**src/rtl/sync_fifo_param.sv**
```systemverilog
// rtl/sync_fifo_param.sv - parametrised single-clock FIFO with level flags, error pulses, flush and optional FWFT output
module sync_fifo_param #(
    parameter int WIDTH     = 32,
    parameter int DEPTH     = 16,
    parameter int PTR_WIDTH = 4,
    parameter int AFULL_TH  = 12,
    parameter int AEMPTY_TH = 4,
    parameter int FWFT      = 0
) (
    input  logic                 clk_i,
    input  logic                 rst_i,
    input  logic                 flush_i,
    input  logic                 write_en_i,
    input  logic [WIDTH-1:0]     wdata_i,
    output logic                 full_out,
    output logic                 almost_full_out,
    output logic                 wr_err_out,
    input  logic                 read_en_i,
    output logic [WIDTH-1:0]     rdata_out,
    output logic                 rvalid_out,
    output logic                 empty_out,
    output logic                 almost_empty_out,
    output logic                 rd_err_out,
    output logic [PTR_WIDTH:0]   count_out
);

    localparam int CW = PTR_WIDTH + 1;
    localparam logic [CW-1:0] DEPTH_C  = CW'(DEPTH);
    localparam logic [CW-1:0] AFULL_C  = CW'(AFULL_TH);
    localparam logic [CW-1:0] AEMPTY_C = CW'(AEMPTY_TH);

    logic [PTR_WIDTH-1:0] wr_ptr_q, wr_ptr_d;
    logic [PTR_WIDTH-1:0] rd_ptr_q, rd_ptr_d;
    logic [CW-1:0]        count_q, count_d;
    logic                 wr_err_q, wr_err_d;
    logic                 rd_err_q, rd_err_d;
    logic [WIDTH-1:0]     mem_q [DEPTH];
    logic                 wr_acc;
    logic                 rd_acc;

    // Status flags come straight from the registered count, so they describe the state after the last edge
    always_comb begin
        full_out         = (count_q == DEPTH_C);
        empty_out        = (count_q == '0);
        almost_full_out  = (count_q >= AFULL_C);
        almost_empty_out = (count_q <= AEMPTY_C);
        count_out        = count_q;
        wr_err_out       = wr_err_q;
        rd_err_out       = rd_err_q;
        wr_acc           = write_en_i & ~full_out & ~flush_i;
        rd_acc           = read_en_i & ~empty_out & ~flush_i;
    end

    // Next pointer/count/error state; flush clears everything and suppresses error pulses
    always_comb begin
        wr_ptr_d = wr_ptr_q;
        rd_ptr_d = rd_ptr_q;
        count_d  = count_q;
        wr_err_d = 1'b0;
        rd_err_d = 1'b0;
        if (flush_i) begin
            wr_ptr_d = '0;
            rd_ptr_d = '0;
            count_d  = '0;
        end else begin
            if (wr_acc) wr_ptr_d = wr_ptr_q + 1'b1;
            if (rd_acc) rd_ptr_d = rd_ptr_q + 1'b1;
            case ({wr_acc, rd_acc})
                2'b10:   count_d = count_q + 1'b1;
                2'b01:   count_d = count_q - 1'b1;
                default: count_d = count_q;
            endcase
            wr_err_d = write_en_i & full_out;
            rd_err_d = read_en_i & empty_out;
        end
    end

    // Control state register with synchronous reset
    always_ff @(posedge clk_i) begin
        if (rst_i) begin
            wr_ptr_q <= '0;
            rd_ptr_q <= '0;
            count_q  <= '0;
            wr_err_q <= 1'b0;
            rd_err_q <= 1'b0;
        end else begin
            wr_ptr_q <= wr_ptr_d;
            rd_ptr_q <= rd_ptr_d;
            count_q  <= count_d;
            wr_err_q <= wr_err_d;
            rd_err_q <= rd_err_d;
        end
    end

    // Storage array is deliberately not reset; writes in a reset cycle are dropped
    always_ff @(posedge clk_i) begin
        if (!rst_i && wr_acc) begin
            mem_q[wr_ptr_q] <= wdata_i;
        end
    end

    generate
        if (FWFT != 0) begin : g_fwft
            assign rdata_out  = mem_q[rd_ptr_q];
            assign rvalid_out = ~empty_out;
        end else begin : g_reg
            logic [WIDTH-1:0] rdata_q;
            logic             rvalid_q;

            // Registered read port: data captured on an accepted pop, valid for one cycle
            always_ff @(posedge clk_i) begin
                if (rst_i) begin
                    rdata_q  <= '0;
                    rvalid_q <= 1'b0;
                end else if (flush_i) begin
                    rvalid_q <= 1'b0;
                end else begin
                    rvalid_q <= rd_acc;
                    if (rd_acc) rdata_q <= mem_q[rd_ptr_q];
                end
            end

            assign rdata_out  = rdata_q;
            assign rvalid_out = rvalid_q;
        end
    endgenerate

endmodule

```
**config.mk**
```make
export PLATFORM = sky130hd
export DESIGN_NAME = sync_fifo_param
export DESIGN_NICKNAME = d
export VERILOG_FILES = /design/src/rtl/sync_fifo_param.sv
export SDC_FILE = /design/constraint.sdc
export NUM_CORES = 1
export LEC_CHECK = 0
export CAP_MARGIN = 20
export CELL_PAD_IN_SITES_DETAIL_PLACEMENT = 1
export CELL_PAD_IN_SITES_GLOBAL_PLACEMENT = 2
export CORE_MARGIN = 1.5
export CORE_UTILIZATION = 45
export CTS_BUF_LIST = sky130_fd_sc_hd__clkbuf_4
export DETAILED_ROUTE_END_ITERATION = 10
export PLACE_DENSITY = 0.7
export SYNTH_ARGS = -nofsm -noshare
export SYNTH_HDL_FRONTEND = slang
export SYNTH_SLANG_ARGS = --single-unit
```
**constraint.sdc**
```tcl
create_clock -name clk_i -period 5.5 [get_ports clk_i]
set_input_delay 1.1 -clock clk_i [delete_from_list [all_inputs] [get_ports clk_i]]
set_output_delay 1.1 -clock clk_i [all_outputs]
set_load 0.005 [all_outputs]
```
==> impl_metrics.py, run 1 <==
metrics = {
    "cts": {
        "cts_setup_buffers": 0,
        "post_cts_resized": 0,
        "cts_hold_buf": 0,
        "clkTransAtPathRegs_ns": 0.05,
        "max-clock-path-buffers": 3,
        "cts_tree": "yes",
        "cts_buffers": 150,
        "clockRootBuffer": "clkbuf_4",
        "clock-sinks": 560,
        "insertion_delay_ns": 0.97,
        "htree_levels": 4,
    },
    "global_routing": {
        "grt_max_degree": 53,
        "globalRouteMet3Util": 0.0583,
        "grt_first_pass_wirelength_mm": 71.6,
        "track_usage": 0.207,
        "grt_busiest_layer": "met2",
        "antenna_found_initial": 2,
        "met1_usage": 0.268,
        "grt_overflow": 0,
        "grt_use_met2": 0.333,
        "grt_pass1_vias": 11400,
    },
    "critical_path": {
        "crit_fanout": 7,
        "crit_path_end_kind": "primary output",
        "cp.arrival_ns": 2.73,
        "start_kind": "flip-flop",
        "rrSetupSlack_ns": 2.58,
        "crit_required_ns": 4.40,
        "critPathKind": "flip-flop to primary output",
    },
    "detailed_routing": {
        "ant_nets": 0,
        "drt-total-wl_mm": 47.2,
        "drt-initial-drc-count": 688,
        "drcViolationCount": 11,
        "dr.pass1.iters": 8,
        "wl_per_cell_um": 24.7,
        "via_per_inst": 5.45,
        "num_vias": 10400,
    },
    "timing": {
        "setup_viol": 0,
        "rsz0062_at_grt": "no",
        "max_slew_margin": 0.497,
        "max_freq_ghz": 0.261,
        "period_minus_slack_ns": 3.83,
        "maxSlewViolCount": 0,
        "final_hold_viol_count": 0,
        "fin_crit_sh": 0.697,
        "clock_skew_ns": 0.0520,
        "tns_ns": 0,
        "worst_pin_slew_ns": 0.755,
    },
    "layout": {
        "num-fill-cells": 4166,
        "design_area_mm2": 0.0251,
        "nNetsFinal": 1230,
        "multiInputGateArea_mm2": 0.00480,
        "utilization": 0.537,
        "register_area_mm2": 0.0163,
        "mostFrequentLayoutCells": "edfxtp_1, clkbuf_4, mux4_2, clkdlybuf4s50_1, nor2_1",
        "drive_gt1_frac": 0.355,
        "layout_commonest_cell": "edfxtp_1",
        "area_delta_synth_final_pct": 17.6,
    },
    "floorplan": {
        "row_count": 79,
        "die_x_um": 221,
        "io_pins": 81,
        "die_area_mm2": 0.0487,
        "fp.dieH_um": 221,
        "start_util": 0.457,
        "coreArea_mm2": 0.0467,
    },
    "synthesis": {
        "synthCells": 972,
        "synth-edff-count": 512,
        "ys_seq_elements": 560,
        "syn_area_mm2": 0.0213,
        "avgSynthCellArea_um2": 21.9,
        "async_reset_ff_frac": 0,
        "synthFlopType": "edfxtp_1",
        "syn-num-nets": 1019,
        "yosysWarnings": 0,
        "ys_seq_area_frac": 0.766,
        "ys_types": 37,
    },
    "place": {
        "place.gp.congestion": 0.743,
        "placed_area_mm2": 0.0230,
        "io_buffers": 80,
        "hpwl_mm": 26.7,
    },
    "status": {
        "violations": "DRC",
        "status": "finished, violations left",
    },
    "power_and_ir_drop": {
        "cellLeakagePower_uw": 0.00793,
        "ir_worst_vdd_uv": 173,
        "p_per_area_mw_per_mm2": 347,
    },
    "run": {
        "max_cap_violations": 0,
    },
    "min_path": {
        "hold_path.class": "flip-flop to flip-flop",
    },
}
## per-stage QoR
stage	power (µW)	setup slack, ns	hold WS [ns]	cells
floorplan	4820	0.745	0.479	972
global placement	4930	1.21	0.469	1637
detailed placement	4940	1.16	0.475	1638
CTS	8820	1.50	0.490	1905
global route	9050	1.45	0.508	1909
finish	8690	1.67	0.487	1909
## where the power goes
| group | switching [µW] | internal, µW | total (µW) | leakage [µW] |
|---|---|---|---|---|
| Clock | 1700 | 2150 | 3850 | 0.00119 |
| Combinational | 110 | 69.4 | 179 | 0.00174 |
| Sequential | 8.46 | 4650 | 4660 | 0.00500 |
## cell type report
cell class | instances | area share
tap | 607 | 0.0303
sequential | 560 | 0.652
clock buffer | 225 | 0.0674
inverter | 5 | 0.000749
multi-input combinational | 355 | 0.191
clock inverter | 42 | 0.0135
antenna | 4 | 0.000399
timing repair buffer | 111 | 0.0440
## kinds of logic (layout without fill, tap and decap cells)
| kind of cell | after synthesis | after routing | synth area share |
|---|---|---|---|
| xor gates and xnor gates | 8 | 8 | 0.00329 |
| AOI/OAI and AO/OA | 49 | 49 | 0.0218 |
| other | 0 | 4 | 0 |
| adders and majority gates | 10 | 10 | 0.00622 |
| buffers and inverters | 57 | 383 | 0.0144 |
| and+or+nand+nor | 91 | 91 | 0.0185 |
| DFF | 560 | 560 | 0.766 |
| muxes | 197 | 197 | 0.170 |
## flip-flops by register name (all words and copies together) (netlist names)
register,flops
count_out,5
mem_q,512
rd_err_out,1
rd_ptr_q,4
rdata_out,32
rvalid_out,1
wr_err_out,1
wr_ptr_q,4
## cells in the mapped netlist (all sizes together) (2+ instances only)
master	count	area (µm²)
mux2	32	360
mux4	128	2880
nand3	3	15.0
xor2	3	26.3
nor3	6	35.0
a2111oi	2	17.5
clkbuf	16	60.1
mux2i	37	370
a21o	2	15.0
a211oi	2	15.0
a21oi	6	30.0
inv	5	18.8
nor4	2	18.8
xnor2	5	43.8
nand2b	4	25.0
a221o	32	320
edfxtp	512	15400
ha	9	113
nor2	62	233
buf	36	228
dfxtp	48	961
nand2	10	37.5
## path summary, 6_finish.rpt
kind / start / to / depth (start not counted)
worst max-delay path: count_out[0] / empty_out / 3
worst min-delay path: rdata_out[3] / rdata_out[3] / 1
worst max register to register: count_out[0] / count_out[4] / 8
worst min register to register: rdata_out[3] / rdata_out[3] / 1
## layer usage
layer  up-vias  share of wire
met5         -              0
met4         0          0.018
met3        64          0.045
met2       257           0.51
met1      5514           0.43
li1       4573              -
## worst max-delay path, stage by stage (launching register included)
cell and delay (ns):
dfxtp_1 0.41, or4_4 0.64, nor2_1 0.22, clkdlybuf4s50_1 0.54
Power figures use the tool's default switching activity.
==> run 2, diff against run 1 <==
Settings changed: PLACE_DENSITY 0.7 to 0.73.
Clock period 5.5 ns to 3.5 ns, I/O delays scaled along.
==> run 2 against run 1 <==
  * The flow still finishes with violations (DRC)
  * First-iteration DRC count is 16% higher
  * Highest routed layer unchanged
  * Clock skew is 0.019 ns lower
  * Register-to-register slack worse by 1.8 ns
  * Sequential power is 57% higher
  * Largest cell class unchanged
  * Via count is 2.4% higher
  * Wire length is 4.6% higher
==> impl_metrics.py, run 2 (same netlist as run 1, synthesis figures left out) <==
metrics = {
    "status": {
        "status": "finished, violations left",
        "violations": "DRC",
    },
    "cts": {
        "cts_buffers": 143,
        "clockRootBuffer": "clkbuf_4",
        "clock-sinks": 560,
        "cts_tree": "yes",
        "insertion_delay_ns": 0.94,
        "post_cts_resized": 0,
        "htree_levels": 4,
        "clkTransAtPathRegs_ns": 0.06,
        "max-clock-path-buffers": 3,
    },
    "layout": {
        "nNetsFinal": 1247,
        "drive_gt1_frac": 0.359,
        "instances_no_fill": 1924,
        "design_area_mm2": 0.0254,
        "utilization": 0.545,
        "max_flop_register": "mem_q",
        "layout_commonest_cell": "edfxtp_1",
        "largest_reg_flops": 512,
        "mostFrequentLayoutCells": "edfxtp_1, clkbuf_4, mux4_2, clkdlybuf4s50_1, nor2_1",
        "area_delta_synth_final_pct": 19.3,
        "num-fill-cells": 4159,
    },
    "global_routing": {
        "track_usage": 0.216,
        "grt_busiest_layer": "met2",
        "globalRouteMet3Util": 0.0476,
        "grt_pass1_vias": 11600,
        "grt_use_met2": 0.350,
        "grt_first_pass_wirelength_mm": 74.5,
        "grt_max_degree": 44,
        "antenna_found_initial": 2,
        "grt_overflow": 0,
        "met1_usage": 0.286,
    },
    "floorplan": {
        "row_count": 79,
        "die_area_mm2": 0.0487,
        "die_x_um": 221,
        "fp.dieH_um": 221,
        "coreArea_mm2": 0.0467,
        "io_pins": 81,
        "start_util": 0.457,
    },
    "min_path": {
        "min_from": "write_en_i",
        "hold_path.class": "input pin to flip-flop",
    },
    "timing": {
        "worst_pin_slew_ns": 0.786,
        "clock_skew_ns": 0.0332,
        "rsz0062_at_grt": "no",
        "final_hold_viol_count": 0,
        "max_slew_margin": 0.476,
        "max_freq_ghz": 0.302,
        "setup_viol": 0,
        "maxSlewViolCount": 0,
        "hold_ws_ns": 0.407,
        "fin_crit_sh": 0.945,
        "period_minus_slack_ns": 3.31,
    },
    "detailed_routing": {
        "via_per_inst": 5.54,
        "drcViolationCount": 8,
        "wl_per_cell_um": 25.7,
        "drt-total-wl_mm": 49.4,
        "ant_nets": 0,
        "drt-initial-drc-count": 800,
        "dr.pass1.iters": 7,
        "num_vias": 10700,
    },
    "power_and_ir_drop": {
        "cellLeakagePower_uw": 0.00804,
        "ir_worst_vdd_uv": 285,
        "p_per_area_mw_per_mm2": 519,
    },
    "critical_path": {
        "crit_start": "count_out[3]",
        "cp.arrival_ns": 2.61,
        "crit_path_end_kind": "primary output",
        "critPathKind": "flip-flop to primary output",
        "start_kind": "flip-flop",
        "crit_fanout": 7,
        "timing.rr.start": "count_out[0]",
        "crit_required_ns": 2.80,
    },
    "place": {
        "placed_area_mm2": 0.0236,
        "hpwl_mm": 27.7,
        "dp.cells": 1660,
        "io_buffers": 80,
        "place.gp.congestion": 0.717,
    },
    "run": {
        "max_cap_violations": 0,
    },
}
==> run 2: metal layers <==
| metal | vias to the layer above | share of wire |
|---|---|---|
| li1 | 4626 | - |
| met5 | - | 0 |
| met4 | 0 | 0.018 |
| met2 | 289 | 0.50 |
| met1 | 5680 | 0.43 |
| met3 | 64 | 0.050 |
==> run 2: stage by stage <==
step	setup WS (ns)	power [µW]	TNS [ns]
finish	0.192	13200	0
floorplan	-0.00149	7570	-0.204
detailed placement	0.394	7760	0
global route	0.0197	13700	0
global placement	0.371	7750	0
CTS	0.00762	13400	0
==> run 2: power breakdown <==
| group | switching, µW | internal, µW |
|---|---|---|
| registers | 12.1 | 7310 |
| logic | 171 | 119 |
| clock network | 2620 | 2960 |
| total | 2810 | 10400 |
==> run 2: worst max-delay path, stage by stage (launching register included) <==
cell	delay [ns]
dfxtp_1	0.39
or4_4	0.62
nor2_1	0.14
clkdlybuf4s50_1	0.53
==> run 2: worst paths after layout <==
check	to	slack (ns)	cells after the start
worst max-delay path	empty_out	0.19	3
worst min-delay path	wr_err_out	0.41	3
worst max register to register	count_out[4]	0.79	8
worst min register to register	rdata_out[4]	0.48	1
==> run 2: what timing repair did <==
item / in CTS / in global routing
hold buffers: 0 / 0
buffers inserted: 0 / 2
setup endpoints to repair: 0 / 1
==> run 2: layout make-up <==
cell class / count / area [µm²] / share of cell area
Clock buffer: 215 / 1610 / 0.0635
Clock inverter: 43 / 225 / 0.00885
Tap cell: 607 / 759 / 0.0299
Antenna cell: 4 / 10.0 / 0.000394
Sequential cell: 560 / 16300 / 0.643
Inverter: 5 / 18.8 / 0.000738
Timing Repair Buffer: 135 / 1640 / 0.0644
Multi-Input combinational cell: 355 / 4820 / 0.190
==> run 3, diff against run 2 <==
Settings changed: ABC_CLOCK_PERIOD_IN_PS set to 3500.
==> results of run 3 <==
Same layout as run 2: the final DEF is identical, and so are final timing and power.
